<file path="src/rtl/key_cmd_sched.sv">
// key_cmd_sched: panel push-buttons -> queued one-shot commands.
// Each key is synchronised, debounced and edge-detected in its own lane;
// presses latch into pend[] and a round-robin scheduler offers one pending
// key at a time on a valid/ready handshake, with a guard gap after each
// accepted command.

module key_cmd_lane #(
    parameter int DEB_CYCLES = 1_000_000,
    parameter int CNT_W      = 20
) (
    input  logic clk,
    input  logic rst_n,
    input  logic key_raw,
    output logic rise
);
    logic             meta;
    logic             sync;
    logic             stable;
    logic             stable_d;
    logic [CNT_W-1:0] cnt;

    // two-flop synchroniser for the asynchronous key level
    always_ff @(posedge clk or negedge rst_n) begin
        if (!rst_n) begin
            meta <= 1'b0;
            sync <= 1'b0;
        end else begin
            meta <= key_raw;
            sync <= meta;
        end
    end

    // accept a new level only after DEB_CYCLES consecutive disagreeing samples
    always_ff @(posedge clk or negedge rst_n) begin
        if (!rst_n) begin
            stable <= 1'b0;
            cnt    <= '0;
        end else if (sync == stable) begin
            cnt <= '0;
        end else if (cnt == CNT_W'(DEB_CYCLES - 1)) begin
            stable <= sync;
            cnt    <= '0;
        end else begin
            cnt <= cnt + 1'b1;
        end
    end

    // delayed copy of the debounced level for press detection
    always_ff @(posedge clk or negedge rst_n) begin
        if (!rst_n) stable_d <= 1'b0;
        else        stable_d <= stable;
    end

    // press only; release issues nothing
    assign rise = stable & ~stable_d;
endmodule

module key_cmd_sched #(
    parameter int N_KEYS     = 4,
    parameter int ID_W       = 2,
    parameter int DEB_CYCLES = 1_000_000,
    parameter int CNT_W      = 20,
    parameter int GAP_CYCLES = 16
) (
    input  logic              clk,
    input  logic              rst_n,
    input  logic [N_KEYS-1:0] key_io,
    output logic              cmd_valid,
    output logic [ID_W-1:0]   cmd_id,
    input  logic              cmd_ready,
    output logic [N_KEYS-1:0] pend,
    output logic              overrun
);
    localparam int GAP_W = (GAP_CYCLES > 1) ? $clog2(GAP_CYCLES + 1) : 1;

    typedef enum logic [1:0] {IDLE, ISSUE, GAP} state_t;

    state_t            state;
    logic [ID_W-1:0]   last_grant;
    logic [ID_W-1:0]   grant;
    logic [GAP_W-1:0]  gap_cnt;
    logic [N_KEYS-1:0] rise;
    logic [N_KEYS-1:0] acc_mask;
    logic              acc;

    for (genvar i = 0; i < N_KEYS; i++) begin : g_lane
        key_cmd_lane #(
            .DEB_CYCLES(DEB_CYCLES),
            .CNT_W     (CNT_W)
        ) u_lane (
            .clk    (clk),
            .rst_n  (rst_n),
            .key_raw(key_io[i]),
            .rise   (rise[i])
        );
    end

    assign acc = cmd_valid & cmd_ready;

    // one-hot of the key whose command is being accepted this cycle
    always_comb begin
        acc_mask = '0;
        for (int i = 0; i < N_KEYS; i++)
            acc_mask[i] = acc && (cmd_id == ID_W'(i));
    end

    // round-robin pick: first pending key above last_grant, wrapping;
    // scanning downward lets the nearest candidate win
    always_comb begin
        logic [ID_W-1:0] idx;
        grant = '0;
        idx   = '0;
        for (int k = N_KEYS; k >= 1; k--) begin
            idx = ID_W'((int'(last_grant) + k) % N_KEYS);
            if (pend[idx]) grant = idx;
        end
    end

    // pend latches presses; a press on a key already pending (and not being
    // accepted right now) is dropped and flagged as overrun
    always_ff @(posedge clk or negedge rst_n) begin
        if (!rst_n) begin
            pend    <= '0;
            overrun <= 1'b0;
        end else begin
            pend    <= rise | (pend & ~acc_mask);
            overrun <= |(rise & pend & ~acc_mask);
        end
    end

    // scheduler: offer, hold until accepted, then enforce the guard gap.
    // Loading GAP_CYCLES and leaving at 1 keeps the FSM in GAP for exactly
    // GAP_CYCLES cycles, giving GAP_CYCLES+2 between back-to-back accepts.
    always_ff @(posedge clk or negedge rst_n) begin
        if (!rst_n) begin
            state      <= IDLE;
            cmd_valid  <= 1'b0;
            cmd_id     <= '0;
            last_grant <= ID_W'(N_KEYS - 1);
            gap_cnt    <= '0;
        end else begin
            case (state)
                IDLE: begin
                    if (|pend) begin
                        cmd_valid <= 1'b1;
                        cmd_id    <= grant;
                        state     <= ISSUE;
                    end
                end
                ISSUE: begin
                    if (cmd_ready) begin
                        cmd_valid  <= 1'b0;
                        last_grant <= cmd_id;
                        if (GAP_CYCLES == 0) begin
                            state <= IDLE;
                        end else begin
                            state   <= GAP;
                            gap_cnt <= GAP_W'(GAP_CYCLES);
                        end
                    end
                end
                GAP: begin
                    if (gap_cnt <= GAP_W'(1)) state   <= IDLE;
                    else                      gap_cnt <= gap_cnt - 1'b1;
                end
                default: state <= IDLE;
            endcase
        end
    end
endmodule
</file>
<file path="config.mk">
export PLATFORM = sky130hd
export DESIGN_NAME = key_cmd_sched
export DESIGN_NICKNAME = d
export VERILOG_FILES = /design/src/rtl/key_cmd_sched.sv
export SDC_FILE = /design/constraint.sdc
export NUM_CORES = 1
export LEC_CHECK = 0
export BUFFER_PORTS_ARGS = -buffer_cell sky130_fd_sc_hd__buf_2
export CELL_PAD_IN_SITES_DETAIL_PLACEMENT = 0
export CELL_PAD_IN_SITES_GLOBAL_PLACEMENT = 1
export CORE_UTILIZATION = 49
export CTS_CLUSTER_DIAMETER = 40
export DETAILED_ROUTE_END_ITERATION = 6
export PLACE_DENSITY = 0.76
export SYNTH_ARGS = -nofsm -noshare
export SYNTH_HDL_FRONTEND = slang
export SYNTH_SLANG_ARGS = --single-unit
</file>
<file path="constraint.sdc">
create_clock -name clk -period 2.5 [get_ports clk]
set_clock_uncertainty 0.2 [all_clocks]
set_input_delay 0.375 -clock clk [delete_from_list [all_inputs] [get_ports clk]]
set_output_delay 0.375 -clock clk [all_outputs]
set_load 0.1 [all_outputs]
</file>
# After elaboration in Yosys (flattened, before gate mapping)
# Index checks and enable logic that the tools add are counted.
totals:
  reg_bits: 113
  output_inout_bits: 8
  elab_cells: 125
op_classes:
  n_addsub: 9
  order_cmp: 5
  n_eq_ne: 17
  n_mux: 30
  n_bitwise: 18
  reduce_logical: 19
ops:
  columns: ["op", "count"]
  rows:
  - ["$mux 20", 8]
  - ["$add 20x1->20 const B", 4]
  - ["$eq 20x20->1 const B", 4]
  - ["$mux 2", 7]
  - ["$and 4x4->4", 3]
  - ["$lt 2x3->1 const B", 4]
  - ["$reduce_and 2->1", 6]
  - ["$mux 5", 2]
  - ["$pmux 5 s2", 1]
  - ["$reduce_and 3->1", 3]
  - ["$bmux 1 s2", 4]
  - ["$ne 2x2->1 const B", 4]
  - ["$not 1->1", 8]
  - ["$reduce_or 4->1", 2]
  - ["$eq 2x2->1 const B", 3]
  - ["$mux 1", 6]
  - ["$pmux 2 s3", 1]
  - ["$and 1x1->1", 5]
  - ["$le 5x1->1 const B", 1]
  - ["$sub 5x1->5 const B", 1]
  - ["$add 2x1->2 const B", 2]
  - ["$add 2x2->2 const B", 2]
  - ["$eq 1x1->1", 4]
  - ["$eq 2x1->1 const B", 2]
  - ["6 further kinds", 11]

# Depth between registers and ports, before layout
logic_depth:
  word_depth: 7
  mapped_depth: 6
  depth_no_buf: 6

# Hierarchy
# Synthesis repeated with hierarchy kept, for this count alone.
hier_totals:
  hier_cells: 521
  area_unflattened_um2: 5480.3
by_module_without_submodules:
  columns: ["module", "instances", "cells_per_inst", "area_per_inst_um2", "seq_area_each_um2"]
  rows:
  - ["key_cmd_lane", 4, 110, 1146.1, 600.6]
  - ["key_cmd_sched", 1, 81, 895.9, 427.9]

# Least setup slack after synthesis
# OpenSTA, ideal clock, no wires.
synth_path:
  path_type: "register -> register"
  start: "reg g_lane[2].u_lane.cnt[16]"
  end: "reg g_lane[2].u_lane.cnt[10]"
  arrival_ns: 1.804
  required_ns: 2.181
  path_slack_ns: 0.377
  path_stages_with_launch: 6
  cell_sequence: "dfrtp_1 -> nand3_1 -> or4b_4 -> o41ai_4 -> buf_6 -> nor2_1"
synth_between:
  elab_chain_len: 3
synth_rtl:
  columns: ["element", "line_no", "source"]
  rows:
  - ["from (decl)", "20", "logic [CNT_W-1:0] cnt;"]
  - ["from (signal assigned)", "44", "cnt <= cnt + 1'b1;"]
  - ["$eq 20x20->1", "40", "end else if (cnt == CNT_W'(DEB_CYCLES - 1)) begin"]
  - ["$mux 20", "40", null]
  - ["$mux 20", "38", "end else if (sync == stable) begin"]
# No other way between the ends.
# A chain may end at the register's enable or synchronous reset.

# Final worst setup path
layout_path:
  start: "reg g_lane[0].u_lane.cnt[16]"
  end: "reg g_lane[0].u_lane.cnt[7]"
layout_between:
  elab_chain_len: 3
layout_rtl:
  columns: ["element", "line_no"]
  rows:
  - ["from (decl)", "20"]
  - ["from (signal assigned)", "44"]
  - ["$eq 20x20->1", "40"]
  - ["$mux 20", "40"]
  - ["$mux 20", "38"]
# No other way between the ends.

==> results.sh <==
export IMPL_first_pass_iters=4
export IMPL_tns_ns=0
export IMPL_nFillCells=890
export IMPL_final_hold_violation_count=0
export IMPL_dp_cells=687
export IMPL_cts_root_buffer="clkbuf_8"
export IMPL_avgRoutedWirePerCell_um=14.4
export IMPL_ir_drop_uv=795
export IMPL_start_kind="flop"
export IMPL_synth_edf_count=0
export IMPL_drc=0
export IMPL_syn2layout_area_growth_pct=19.4
export IMPL_hpwl_um=7080
export IMPL_viasPerCell=5.57
export IMPL_gp_congestion=0.773
export IMPL_fin_nets=589
export IMPL_rsz0062_at_grt="false"
export IMPL_synth_common_cells="dfrtp_1, nor2_1, nand2_1"
export IMPL_antenna_cells=0
export IMPL_grt_max_degree=51
export IMPL_cp_data_arrival_time_ns=2.35
export IMPL_wl_um=10400
export IMPL_cp_max_fo=20
export IMPL_finalCriticalPeriod_ns=2.14
export IMPL_outcome="finished clean"
export IMPL_rrSetupSlack_ns=0.36
export IMPL_synthCells=533
export IMPL_ioPinCount=15
export IMPL_grt_first_pass_wirelength_um=18600
export IMPL_finalSetupViolations=0
export IMPL_synth_nets=546
export IMPL_clock_sinks=113
export IMPL_async_flop_share=1.00
export IMPL_worst_skew_pair_late_latency_ns=0.53
export IMPL_netlist_top_cells_area="dfrtp_1, xnor2_1, nor2_1"
export IMPL_yosysWarnings=0
export IMPL_cts_setup_buffers=0
export IMPL_min_period_over_period=0.857
export IMPL_ys_ff_latch=113
export IMPL_fp_dieArea_sq_um=11400
export IMPL_core_region_area_sq_um=10500
export IMPL_clockBufferDepth=2
export IMPL_vias=4037
export IMPL_fin_cells=725
export IMPL_first_iter_violations=140
export IMPL_fmax_mhz=467
export IMPL_crit_slowest_cell="or4b_2"
export IMPL_yosysTopAreaCell="dfrtp_1"
export IMPL_yosysMostFrequentCell="dfrtp_1"
export IMPL_avgSynthCellArea_sq_um=10.0
export IMPL_hp_class="reg2reg"
export IMPL_cts_tree="done"
export IMPL_clk_pin_slew_worst_paths_ns=0.06
export IMPL_start_util=0.512
export IMPL_crit_chain="nand3_1 -> or4b_2 -> o31ai_2 -> buf_4 -> nor2_1"
export IMPL_overflow=0
export IMPL_synth_seq_area_share=0.529
export IMPL_worstPathRequired_ns=2.70
export IMPL_p_leak_nw=2.69
export IMPL_synth_cell_type_count=49
export IMPL_rows=37
export IMPL_relSlewSlack=0.543
export IMPL_cap_violations=0
export IMPL_dpl_cell_area_sq_um=5690
export IMPL_synth_ff_type="dfrtp_1"
export IMPL_die_y_um=107
export IMPL_grt_total_usage=0.211
export IMPL_drive_gt1_frac=0.138
export IMPL_place_port_buffers=14
export IMPL_grt_pass1_vias=3977
export IMPL_antenna_found_initial=0
export IMPL_slowest_delay_ns=0.66
export IMPL_ant_nets=0
export IMPL_synth_area_sq_um=5360
export IMPL_power_density_nw_per_um2=864
export IMPL_regArea_sq_um=2830
export IMPL_multiInputGateArea_sq_um=2410
export IMPL_htree_levels=4
export IMPL_synth_top_area_share=0.519
export IMPL_fin_util=0.611
export IMPL_worst_pin_slew_ns=0.685
export IMPL_postLayoutCellArea_sq_um=6390
export IMPL_cts_made_buffers=17
export IMPL_die_w_um=107
export IMPL_slew_violations=0
export IMPL_criticalPathCategory="reg2reg"
export IMPL_critPathCaptureType="flop"
## metrics by stage
step	setup slack, ns	power (mW)	hold slack [ns]
2_1_floorplan	0.377	2.73	-0.121
3_3_place_gp	0.429	2.92	0.132
3_5_place_dp	0.364	2.95	0.148
4_1_cts	0.358	5.58	0.162
5_1_grt	0.234	5.76	0.166
6_report	0.358	5.52	0.159
## sequential cells by signal, summed over array words and instances, names as in the netlist
register	cells
g_lane.u_lane.cnt	80
g_lane.u_lane.meta	4
last_grant	2
overrun	1
cmd_valid	1
pend	4
g_lane.u_lane.sync	4
g_lane.u_lane.stable_d	4
g_lane.u_lane.stable	4
cmd_id	2
state	2
gap_cnt	5
## cell type report
type,count,area share
multi-input cells,390,0.377
repair buffers,35,0.0423
inverters,19,0.0112
clock inverters,11,0.0286
clock buffers,21,0.0718
flip-flops and latches,113,0.443
well taps,136,0.0266
## worst max-delay path: cells and delay by family, from the launching register on
kind            cells  cell delay [ns]
compound gates      1             0.25
buf+inv             1             0.28
simple gates        3             0.89
flops               1             0.41
## placed cells by master (no fill, tap or decap), types with 5 or more instances in the layout
cell type,n
nor2_1,67
nor4_1,18
or3_1,10
xor2_1,22
buf_2,13
xnor2_1,33
inv_1,19
nor3_1,10
dfrtp_1,111
and3_1,8
clkbuf_16,16
nor4b_1,5
nand2b_1,7
clkinv_2,5
nand4_1,15
o31ai_1,14
dlygate4sd3_1,6
bufinv_16,5
or4_1,12
o21ai_0,16
nand2_1,43
ha_1,6
buf_4,14
a21oi_1,25
nand3_1,35
## kinds of logic (layout without fill, tap and decap cells)
group	Yosys count	in the layout	synth area share
and+or+nand+nor	251	251	0.245
DFF	113	113	0.529
AOI/OAI and AO/OA	72	72	0.0874
xor gates and xnor gates	55	55	0.0900
buffers and inverters	30	86	0.0234
adders and majority gates	6	6	0.0140
muxes	6	6	0.0121
## where the power goes
group	switching, mW	internal [mW]	total [mW]
Combinational	0.584	0.219	0.803
Sequential	0.147	1.97	2.12
Clock	0.813	1.79	2.60
Total	1.54	3.98	5.52
## path summary, 6_finish.rpt
check                                         startpoint                        to  cells after the start
worst max-delay path            g_lane[0].u_lane.cnt[16]   g_lane[0].u_lane.cnt[7]                      5
worst min-delay path               g_lane[2].u_lane.meta     g_lane[2].u_lane.sync                      0
worst min register to register     g_lane[2].u_lane.meta     g_lane[2].u_lane.sync                      0
max in group asynchronous                          rst_n  g_lane[1].u_lane.cnt[15]                      3
min in group asynchronous                          rst_n  g_lane[0].u_lane.cnt[16]                      2
worst max register to register  g_lane[0].u_lane.cnt[16]   g_lane[0].u_lane.cnt[7]                      5
## what timing repair did
action	in CTS	in global routing
hold buffers	6	0
endpoints found under the hold margin	50	0
resized for setup	0	0
## per-layer routing
metal	track usage	vias up	routed length [um]
met2	0.321	52	4810
met3	0.0558	17	312
met5	0	-	0
met4	0.0920	0	187
li1	-	2000	-
met1	0.284	1968	5140
(Power assumes the default switching activity.)
